==> config.mk <==
export PLATFORM = sky130hd
export DESIGN_NAME = viterbi_job_sched
export DESIGN_NICKNAME = d
export VERILOG_FILES = /design/src/rtl/viterbi_job_sched.sv
export SDC_FILE = /design/constraint.sdc
export NUM_CORES = 1
export LEC_CHECK = 0
export ABC_AREA = 1
export CELL_PAD_IN_SITES_DETAIL_PLACEMENT = 0
export CELL_PAD_IN_SITES_GLOBAL_PLACEMENT = 1
export CORE_UTILIZATION = 28
export DETAILED_ROUTE_END_ITERATION = 8
export MAX_ROUTING_LAYER = met4
export PLACE_DENSITY = 0.88
export SLEW_MARGIN = 40
export SYNTH_ARGS = -nofsm -noshare
export SYNTH_HDL_FRONTEND = slang
export SYNTH_SLANG_ARGS = --single-unit
==> constraint.sdc <==
create_clock -name clk -period 1.7 [get_ports clk]
set_input_delay 0.51 -clock clk [delete_from_list [all_inputs] [get_ports clk]]
set_output_delay 0.51 -clock clk [all_outputs]
set_load 0.01 [all_outputs]
==> src/rtl/viterbi_job_sched.sv <==
// ---------------------------------------------------------------------------
// viterbi_job_sched
//   Round-robin scheduler that shares one Viterbi decoder core among R
//   requesters. One job is granted at a time. The scheduler pulses the decoder
//   start and streams the granted requester's observations to the decoder.
//   When the decoder reports done, it returns a tagged completion response.
//
// Ports
//   clk, rst_n       clock; asynchronous active-low reset
//   req_valid/len    per-requester job request and length (slice r*LW +: LW)
//   req_ready        one-cycle registered grant pulse to the granted requester
//   obs_valid_in/    per-requester observation stream (slice r*SW +: SW)
//   obs_data_in
//   obs_ready_in     observation accepted (granted requester only)
//   dec_start        one-cycle decoder start pulse
//   dec_length       length of the current job
//   dec_obs(_valid)  observation forwarded to the decoder
//   dec_obs_take     decoder consumes dec_obs this cycle
//   dec_done         decoder finished (honoured only while waiting)
//   rsp_*            completion response (id, error) with valid/ready
//   busy             scheduler is not idle
//   dec_abort        watchdog abort pulse (VITERBI_SCHED_TIMEOUT_EN only)
//
// Build option
//   VITERBI_SCHED_TIMEOUT_EN : adds a FEED/WAIT watchdog (TO_CYCLES), the
//   dec_abort port and an error response on expiry.
// ---------------------------------------------------------------------------
module viterbi_job_sched #(
  parameter int R = 4,
  parameter int N = 16,
  parameter int K = 3,
`ifdef VITERBI_SCHED_TIMEOUT_EN
  parameter int TO_CYCLES = 1024,
`endif
  localparam int LW = $clog2(N),
  localparam int SW = $clog2(K),
  localparam int RW = $clog2(R)
) (
  input  logic            clk,
  input  logic            rst_n,
  input  logic [R-1:0]    req_valid,
  input  logic [R*LW-1:0] req_len,
  output logic [R-1:0]    req_ready,
  input  logic [R-1:0]    obs_valid_in,
  input  logic [R*SW-1:0] obs_data_in,
  output logic [R-1:0]    obs_ready_in,
  output logic            dec_start,
  output logic [LW-1:0]   dec_length,
  output logic [SW-1:0]   dec_obs,
  output logic            dec_obs_valid,
  input  logic            dec_obs_take,
  input  logic            dec_done,
  output logic            rsp_valid,
  output logic [RW-1:0]   rsp_id,
  output logic            rsp_err,
  input  logic            rsp_ready,
  output logic            busy
`ifdef VITERBI_SCHED_TIMEOUT_EN
  ,
  output logic            dec_abort
`endif
);

  typedef enum logic [2:0] {S_IDLE, S_START, S_FEED, S_WAIT, S_RESP} state_t;

  state_t          state_q, state_d;
  logic [RW-1:0]   ptr_q, ptr_d;
  logic [RW-1:0]   g_q, g_d;
  logic [LW-1:0]   len_q, len_d;
  logic [LW-1:0]   cnt_q, cnt_d;
  logic            err_q, err_d;
  logic [R-1:0]    req_ready_q, req_ready_d;

  logic            any_req;
  logic [RW-1:0]   pick;
  logic [LW-1:0]   pick_len;
  logic            xfer;

`ifdef VITERBI_SCHED_TIMEOUT_EN
  localparam int WW = (TO_CYCLES > 2) ? $clog2(TO_CYCLES) : 1;
  logic [WW-1:0]   wdog_q, wdog_d;
  logic            wdog_hit;
  assign wdog_hit = (wdog_q == WW'(TO_CYCLES - 1));
`endif

  // Round-robin search: first asserted request at or above the pointer,
  // wrapping modulo R.
  always_comb begin
    any_req = 1'b0;
    pick    = '0;
    for (int i = 0; i < R; i++) begin
      if (!any_req && req_valid[(int'(ptr_q) + i) % R]) begin
        any_req = 1'b1;
        pick    = RW'((int'(ptr_q) + i) % R);
      end
    end
    pick_len = req_len[pick*LW +: LW];
  end

  // Only a valid observation the decoder takes while feeding is a transfer.
  assign xfer = (state_q == S_FEED) && obs_valid_in[g_q] && dec_obs_take;

  always_comb begin
    state_d     = state_q;
    ptr_d       = ptr_q;
    g_d         = g_q;
    len_d       = len_q;
    cnt_d       = cnt_q;
    err_d       = err_q;
    req_ready_d = '0;
`ifdef VITERBI_SCHED_TIMEOUT_EN
    wdog_d      = wdog_q;
`endif
    case (state_q)
      S_IDLE: begin
        if (any_req) begin
          g_d         = pick;
          len_d       = pick_len;
          req_ready_d = R'(1) << pick;
          // A zero-length job is rejected without ever starting the decoder.
          if (pick_len == '0) begin
            err_d   = 1'b1;
            state_d = S_RESP;
          end else begin
            state_d = S_START;
          end
        end
      end
      S_START: begin
        cnt_d   = '0;
        state_d = S_FEED;
`ifdef VITERBI_SCHED_TIMEOUT_EN
        wdog_d  = '0;
`endif
      end
      S_FEED: begin
        if (xfer) begin
          cnt_d = cnt_q + LW'(1);
          if ((cnt_q + LW'(1)) == len_q) state_d = S_WAIT;
`ifdef VITERBI_SCHED_TIMEOUT_EN
          wdog_d = '0;
`endif
        end
`ifdef VITERBI_SCHED_TIMEOUT_EN
        else if (wdog_hit) begin
          err_d   = 1'b1;
          state_d = S_RESP;
        end else begin
          wdog_d = wdog_q + WW'(1);
        end
`endif
      end
      S_WAIT: begin
        if (dec_done) state_d = S_RESP;
`ifdef VITERBI_SCHED_TIMEOUT_EN
        else if (wdog_hit) begin
          err_d   = 1'b1;
          state_d = S_RESP;
        end else begin
          wdog_d = wdog_q + WW'(1);
        end
`endif
      end
      S_RESP: begin
        if (rsp_ready) begin
          ptr_d   = RW'((int'(g_q) + 1) % R);
          err_d   = 1'b0;
          state_d = S_IDLE;
        end
      end
      default: state_d = S_IDLE;
    endcase
  end

  always_ff @(posedge clk or negedge rst_n) begin
    if (!rst_n) begin
      state_q     <= S_IDLE;
      ptr_q       <= '0;
      g_q         <= '0;
      len_q       <= '0;
      cnt_q       <= '0;
      err_q       <= 1'b0;
      req_ready_q <= '0;
`ifdef VITERBI_SCHED_TIMEOUT_EN
      wdog_q      <= '0;
`endif
    end else begin
      state_q     <= state_d;
      ptr_q       <= ptr_d;
      g_q         <= g_d;
      len_q       <= len_d;
      cnt_q       <= cnt_d;
      err_q       <= err_d;
      req_ready_q <= req_ready_d;
`ifdef VITERBI_SCHED_TIMEOUT_EN
      wdog_q      <= wdog_d;
`endif
    end
  end

  // The observation path is a combinational mux from the granted requester,
  // open only while feeding so nothing leaks from other requesters.
  always_comb begin
    dec_obs       = '0;
    dec_obs_valid = 1'b0;
    obs_ready_in  = '0;
    if (state_q == S_FEED) begin
      dec_obs       = obs_data_in[g_q*SW +: SW];
      dec_obs_valid = obs_valid_in[g_q];
      obs_ready_in  = dec_obs_take ? (R'(1) << g_q) : '0;
    end
  end

  assign req_ready  = req_ready_q;
  assign dec_start  = (state_q == S_START);
  assign dec_length = len_q;
  assign rsp_valid  = (state_q == S_RESP);
  assign rsp_id     = rsp_valid ? g_q : '0;
  assign rsp_err    = err_q;
  assign busy       = (state_q != S_IDLE);

`ifdef VITERBI_SCHED_TIMEOUT_EN
  assign dec_abort = wdog_hit &&
                     (((state_q == S_FEED) && !xfer) ||
                      ((state_q == S_WAIT) && !dec_done));
`endif

endmodule

==> results of run 1 <==
==> tightest hold or removal path, delay by kind of cell (launching register included) <==
| family | cells | cell delay (ns) |
|---|---|---|
| flops | 1 | 0.37 |
| simple gates | 2 | 0.10 |
==> cell type report <==
cell class | count | share of cell area
multi-input combinational | 188 | 0.383
timing repair buffer | 138 | 0.369
sequential | 20 | 0.153
inverter | 33 | 0.0452
tap | 72 | 0.0274
clock buffer | 3 | 0.0125
clock inverter | 1 | 0.00912
==> sequential cells by signal, summed over array words and instances (netlist names) <==
register    cells
cnt_q           4
dec_length      4
req_ready       4
state_q         3
g_q             2
ptr_q           2
rsp_err         1
==> cells in the mapped netlist (all sizes together) <==
cell,n,share of area
buf,2,0.010
o21ai,17,0.053
clkbuf,1,0.0023
dfrtp,20,0.31
nand3b,5,0.023
a21oi,5,0.018
nand2,78,0.22
nand3,21,0.074
xnor2,1,0.0054
ha,5,0.039
nor3,3,0.0093
or2,1,0.0039
xor2,4,0.022
nor2,39,0.10
a31oi,4,0.016
a22o,2,0.011
o22ai,1,0.0039
inv,33,0.077
nand4,1,0.0039
==> metrics by stage <==
stage,utilization,setup TNS (ns)
after floorplan,-,-0.474
after global routing,0.594,-8.97
after detailed placement,0.463,-14.92
after global placement,0.463,-14.54
after CTS,0.536,-4.62
final,0.594,-6.29
==> cell families (layout without fill, tap and decap cells) <==
logic type,after synthesis,count (layout),share of synthesized area
xor gates and xnor gates,5,5,0.0272
buffers and inverters,36,175,0.0892
DFF,20,20,0.310
AOI/OAI and AO/OA,29,29,0.101
adders and majority gates,5,5,0.0388
and+or+nand+nor,148,149,0.434
==> path summary, 6_finish.rpt <==
check / to / cells after the start
setup reg to reg: dec_length[1]$_DFFE_PN0P_ / 15
hold reg to reg: rsp_err$_DFFE_PN0P_ / 2
setup / recovery: dec_length[1]$_DFFE_PN0P_ / 15
min in group asynchronous: state_q[1]$_DFFE_PN0P_ / 2
hold / removal: rsp_err$_DFFE_PN0P_ / 2
max in group asynchronous: ptr_q[1]$_DFFE_PN0P_ / 2
==> timing repair <==
item	4_1_cts	5_1_grt
resized for setup	125	65
gates cloned	1	0
buffers inserted	30	16
endpoints found under the setup margin	33	29
pin swaps	34	36
==> metal layers <==
layer / vias up / routed length, um / global-route usage
li1: 1057 / - / -
met1: 970 / 2280 / 0.213
met2: 43 / 2880 / 0.312
met3: 9 / 148 / 0.0141
met4: 0 / 76 / 0.0593
met5: - / 0 / -
==> report_power, final <==
group / switching [uW] / internal [uW]
combinational: 2720 / 2880
sequential: 191 / 677
clock: 159 / 314
==> cells in the final DEF (no fill, tap or decap), types with 11 or more instances in the layout <==
cell type,count
buf_4,60
buf_6,21
clkdlybuf4s50_1,27
dfrtp_1,17
dlygate4sd2_1,15
inv_1,17
nand2_1,46
nand2_2,23
nor2_1,22
nor2_2,11
==> flow_summary.json, run 1 <==
{
  "outcome": "finished, violations left",
  "failed_checks": "setup timing",
  "cts_max_level": 1,
  "slowest_stage": "dfrtp_2",
  "fin_cells": 455,
  "portBuffers": 57,
  "netlist_area_um2": 1610,
  "synth_warnings": 0,
  "cp_num_buf_inv": 6,
  "start_util": 0.291,
  "required_ns": 1.89,
  "syn_inst": 243,
  "setup_slack_ns": -0.458,
  "cts_sinks": 20,
  "critPathArrivalTime_ns": 2.35,
  "numCtsBuffers": 3,
  "synth_nets": 285,
  "period_needed_ns": 2.16,
  "grt_use_total": 0.177,
  "wirelength_um": 5380,
  "cts.path.max_buffers": 2,
  "wl_per_cell_um": 11.8,
  "first_pass_iters": 4,
  "setup_viol": 25,
  "cap_violations": 0,
  "hold_class": "register to register",
  "final_cell_area_um2": 3290,
  "hold_buffers": 0,
  "fillers": 504,
  "multiInputGateArea_um2": 1260,
  "post_dp_cell_area_um2": 2570,
  "final_net_count": 426,
  "hpwlAfterDp_um": 3490,
  "via_count": 2079,
  "dieWidth_um": 77.9,
  "grt.overflow.total": 0,
  "start_kind": "register",
  "critPathMaxFanout": 8,
  "finalCritPeriodShare": 1.27,
  "ant_nets": 0,
  "hold_viol": 0,
  "max-slew-margin-rel": 0.831,
  "layout-drive-gt1-share": 0.499,
  "setup.worst_path.end_class": "register",
  "ir_drop_uv": 1080,
  "synth_cell_types": 28,
  "clkTransAtPathRegs_ns": 0.08,
  "worst_pin_slew_ns": 0.251,
  "grt_max_degree": 21,
  "worst_path_most_repeated_cell": "buf_4",
  "die_h_um": 77.9,
  "vias_per_cell": 4.57,
  "power_leakage_uw": 0.00165,
  "grt_pass1_wl_um": 8470,
  "final-seq-area_um2": 504,
  "clock_latency_ns": 0.26,
  "dpl.cell_count": 408,
  "dieArea_um2": 6070,
  "avgSynthCellArea_um2": 6.64,
  "drc": 0,
  "clockRootBuffer": "clkbuf_8",
  "grt_pass1_vias": 1976,
  "path_cells": "clkinv_4, nand2_4, nand2_4, buf_4, o21ai_4, nand3_2, nand2_4, buf_6, nand3_1, nand2_2, nand2_2, buf_4, buf_4, buf_4, a31oi_1",
  "critPathKind": "register to register",
  "crit_start": "ptr_q[0]$_DFFE_PN0P_",
  "hold-worst-slack_ns": 0.496,
  "io_pins": 58,
  "rsz0062_at_grt": "true",
  "finalClockSkew_ns": 0.00744,
  "min_from": "rsp_err$_DFFE_PN0P_",
  "slowest_delay_ns": 0.45,
  "rows": 27,
  "dp_slack_ns": -0.835,
  "power_density_nw_per_um2": 2110,
  "gp_congestion": 0.901,
  "synth_seq_area_share": 0.310,
  "reg2reg_slack_ns": -0.46,
  "drv_slew": 0,
  "maxClockFrequency_mhz": 463,
  "ys_ff_latch": 20,
  "cts_tree": "done",
  "syn2layout_area_growth_pct": 104,
  "reg2reg_from": "ptr_q[0]$_DFFE_PN0P_",
  "drtIter0Drc": 79,
  "cp_top_family": "buffers and inverters",
  "antenna_found_initial": 0,
  "p_total_uw": 6940,
  "core_area_um2": 5540,
  "diodes": 0
}
Note: power is estimated with default switching activity, not from simulation.
==> run 2: changes to the inputs <==
--- a/config.mk
+++ b/config.mk
@@ -11,7 +11,7 @@
 export CORE_UTILIZATION = 28
 export DETAILED_ROUTE_END_ITERATION = 8
 export MAX_ROUTING_LAYER = met4
-export PLACE_DENSITY = 0.88
+export PLACE_DENSITY_LB_ADDON = 0.1
 export SLEW_MARGIN = 40
 export SYNTH_ARGS = -nofsm -noshare
 export SYNTH_HDL_FRONTEND = slang
==> flow_summary.json, run 2 (same netlist as run 1, synthesis figures left out) <==
{
  "outcome": "finished, violations left",
  "failed_checks": "setup timing",
  "maxClockFrequency_mhz": 468,
  "dp_slack_ns": -0.865,
  "first_pass_iters": 4,
  "portBuffers": 57,
  "hold-worst-slack_ns": 0.508,
  "cp_num_buf_inv": 4,
  "wl_per_cell_um": 11.6,
  "wl_met1_um": 2330,
  "wirelength_um": 5360,
  "numCtsBuffers": 3,
  "final_net_count": 434,
  "power_leakage_uw": 0.00173,
  "clock_latency_ns": 0.26,
  "die_h_um": 77.9,
  "multiInputGateArea_um2": 1400,
  "layout-drive-gt1-share": 0.583,
  "drc": 0,
  "fin_cells": 463,
  "cp_top_family": "simple AND/OR/NAND/NOR gates",
  "io_pins": 58,
  "syn2layout_area_growth_pct": 117,
  "start_kind": "register",
  "hold_class": "register to register",
  "ant_nets": 0,
  "ir_drop_uv": 1650,
  "rows": 27,
  "dr_wl_met3_um": 129,
  "critPathArrivalTime_ns": 2.28,
  "p_total_uw": 7600,
  "setup.worst_path.end_class": "register",
  "vias_per_cell": 4.49,
  "core_area_um2": 5540,
  "clockRootBuffer": "clkbuf_8",
  "cts_sinks": 20,
  "grt.overflow.total": 0,
  "worst_path_most_repeated_cell": "nand2_2",
  "grt_pass1_wl_um": 8410,
  "path_cells": "buf_6, nand2_2, nand2_2, nand2_2, nand2_2, buf_6, a21oi_4, nand2_4, buf_4, nand3b_1, nand3_2, nand2_2, nor2_4, buf_4, nand3_2, a21oi_2",
  "dieArea_um2": 6070,
  "hpwlAfterDp_um": 3590,
  "slowest_stage": "dfrtp_2",
  "cap_violations": 0,
  "start_util": 0.291,
  "final-seq-area_um2": 504,
  "finalCritPeriodShare": 1.26,
  "met2WireLength_um": 2850,
  "required_ns": 1.85,
  "top_layer": "met4",
  "mostFrequentLayoutCells": "buf_4 (63), nand2_2 (35), nand2_1 (31), clkdlybuf4s50_1 (28), buf_6 (26)",
  "grt_pass1_vias": 1912,
  "cts_max_level": 1,
  "hold_viol": 0,
  "critPathMaxFanout": 5,
  "fillers": 495,
  "diodes": 0,
  "gp_congestion": 0.778,
  "drtIter0Drc": 37,
  "setup_slack_ns": -0.438,
  "grt_max_degree": 21,
  "clkTransAtPathRegs_ns": 0.07,
  "drv_slew": 0,
  "max-slew-margin-rel": 0.817,
  "rsz0062_at_grt": "true",
  "setup_viol": 24,
  "critPathKind": "register to register",
  "layout_commonest_cell": "buf_4",
  "dpl.cell_count": 412,
  "cts.path.max_buffers": 2,
  "power_density_nw_per_um2": 2170,
  "dieWidth_um": 77.9,
  "period_needed_ns": 2.14,
  "worst_pin_slew_ns": 0.273,
  "cts_tree": "done",
  "antenna_found_initial": 0,
  "finalClockSkew_ns": 0.00881,
  "grt_use_total": 0.175,
  "slowest_delay_ns": 0.47,
  "via_count": 2077
}
-- run 2: worst paths after layout --
check,startpoint,cells past startpoint,slack (ns),endpoint
max,ptr_q[0]$_DFFE_PN0P_,16,-0.44,state_q[2]$_DFFE_PN0P_
min,rsp_err$_DFFE_PN0P_,2,0.51,rsp_err$_DFFE_PN0P_
max reg2reg,ptr_q[0]$_DFFE_PN0P_,16,-0.44,state_q[2]$_DFFE_PN0P_
min reg2reg,rsp_err$_DFFE_PN0P_,2,0.51,rsp_err$_DFFE_PN0P_
max in group asynchronous,rst_n,2,0.88,ptr_q[0]$_DFFE_PN0P_
min in group asynchronous,rst_n,2,0.58,cnt_q[2]$_DFFE_PN0P_
-- run 2: power by group --
part | switching [uW] | internal [uW] | leakage [uW] | total (uW)
clock network | 159 | 314 | 0.0000357 | 473
registers | 171 | 676 | 0.000249 | 848
logic | 3030 | 3250 | 0.00144 | 6280
-- run 2: what timing repair did --
item / CTS / global route
hold endpoints to repair: 0 / 0
setup endpoints to repair: 33 / 33
pin swaps: 38 / 38
gates resized for setup: 146 / 84
setup buffers: 33 / 18
hold buffers: 0 / 0
gates cloned: 2 / 0
-- run 2: stage by stage --
| step | util | setup TNS (ns) | cell area, um^2 |
|---|---|---|---|
| 3_3_place_gp | 0.469 | -15.12 | 2600 |
| 3_5_place_dp | 0.469 | -15.10 | 2600 |
| 6_report | 0.631 | -5.06 | 3500 |
| 2_1_floorplan | - | -0.474 | 1630 |
| 5_1_grt | 0.631 | -7.46 | 3500 |
| 4_1_cts | 0.560 | -5.12 | 3100 |
-- run 2: final cells by class --
type / instances / area share
Clock buffer: 3 / 0.0118
Clock inverter: 1 / 0.00859
Multi-Input combinational cell: 189 / 0.400
Sequential cell: 20 / 0.144
Inverter: 33 / 0.0404
Tap cell: 72 / 0.0258
Timing Repair Buffer: 145 / 0.369
-- run 2: metal layers --
layer | track usage | vias to the layer above
met4 | 0.0481 | 0
met5 | - | -
met2 | 0.301 | 33
li1 | - | 1071
met3 | 0.0165 | 4
met1 | 0.218 | 969
-- run 2: worst register-to-register path: cells and delay by family (launching register included) --
family	cells	cell delay, ns
AO/OA/AOI/OAI	2	0.21
buffers and inverters	4	0.57
flip-flops	1	0.47
AND/OR/NAND/NOR	10	0.77
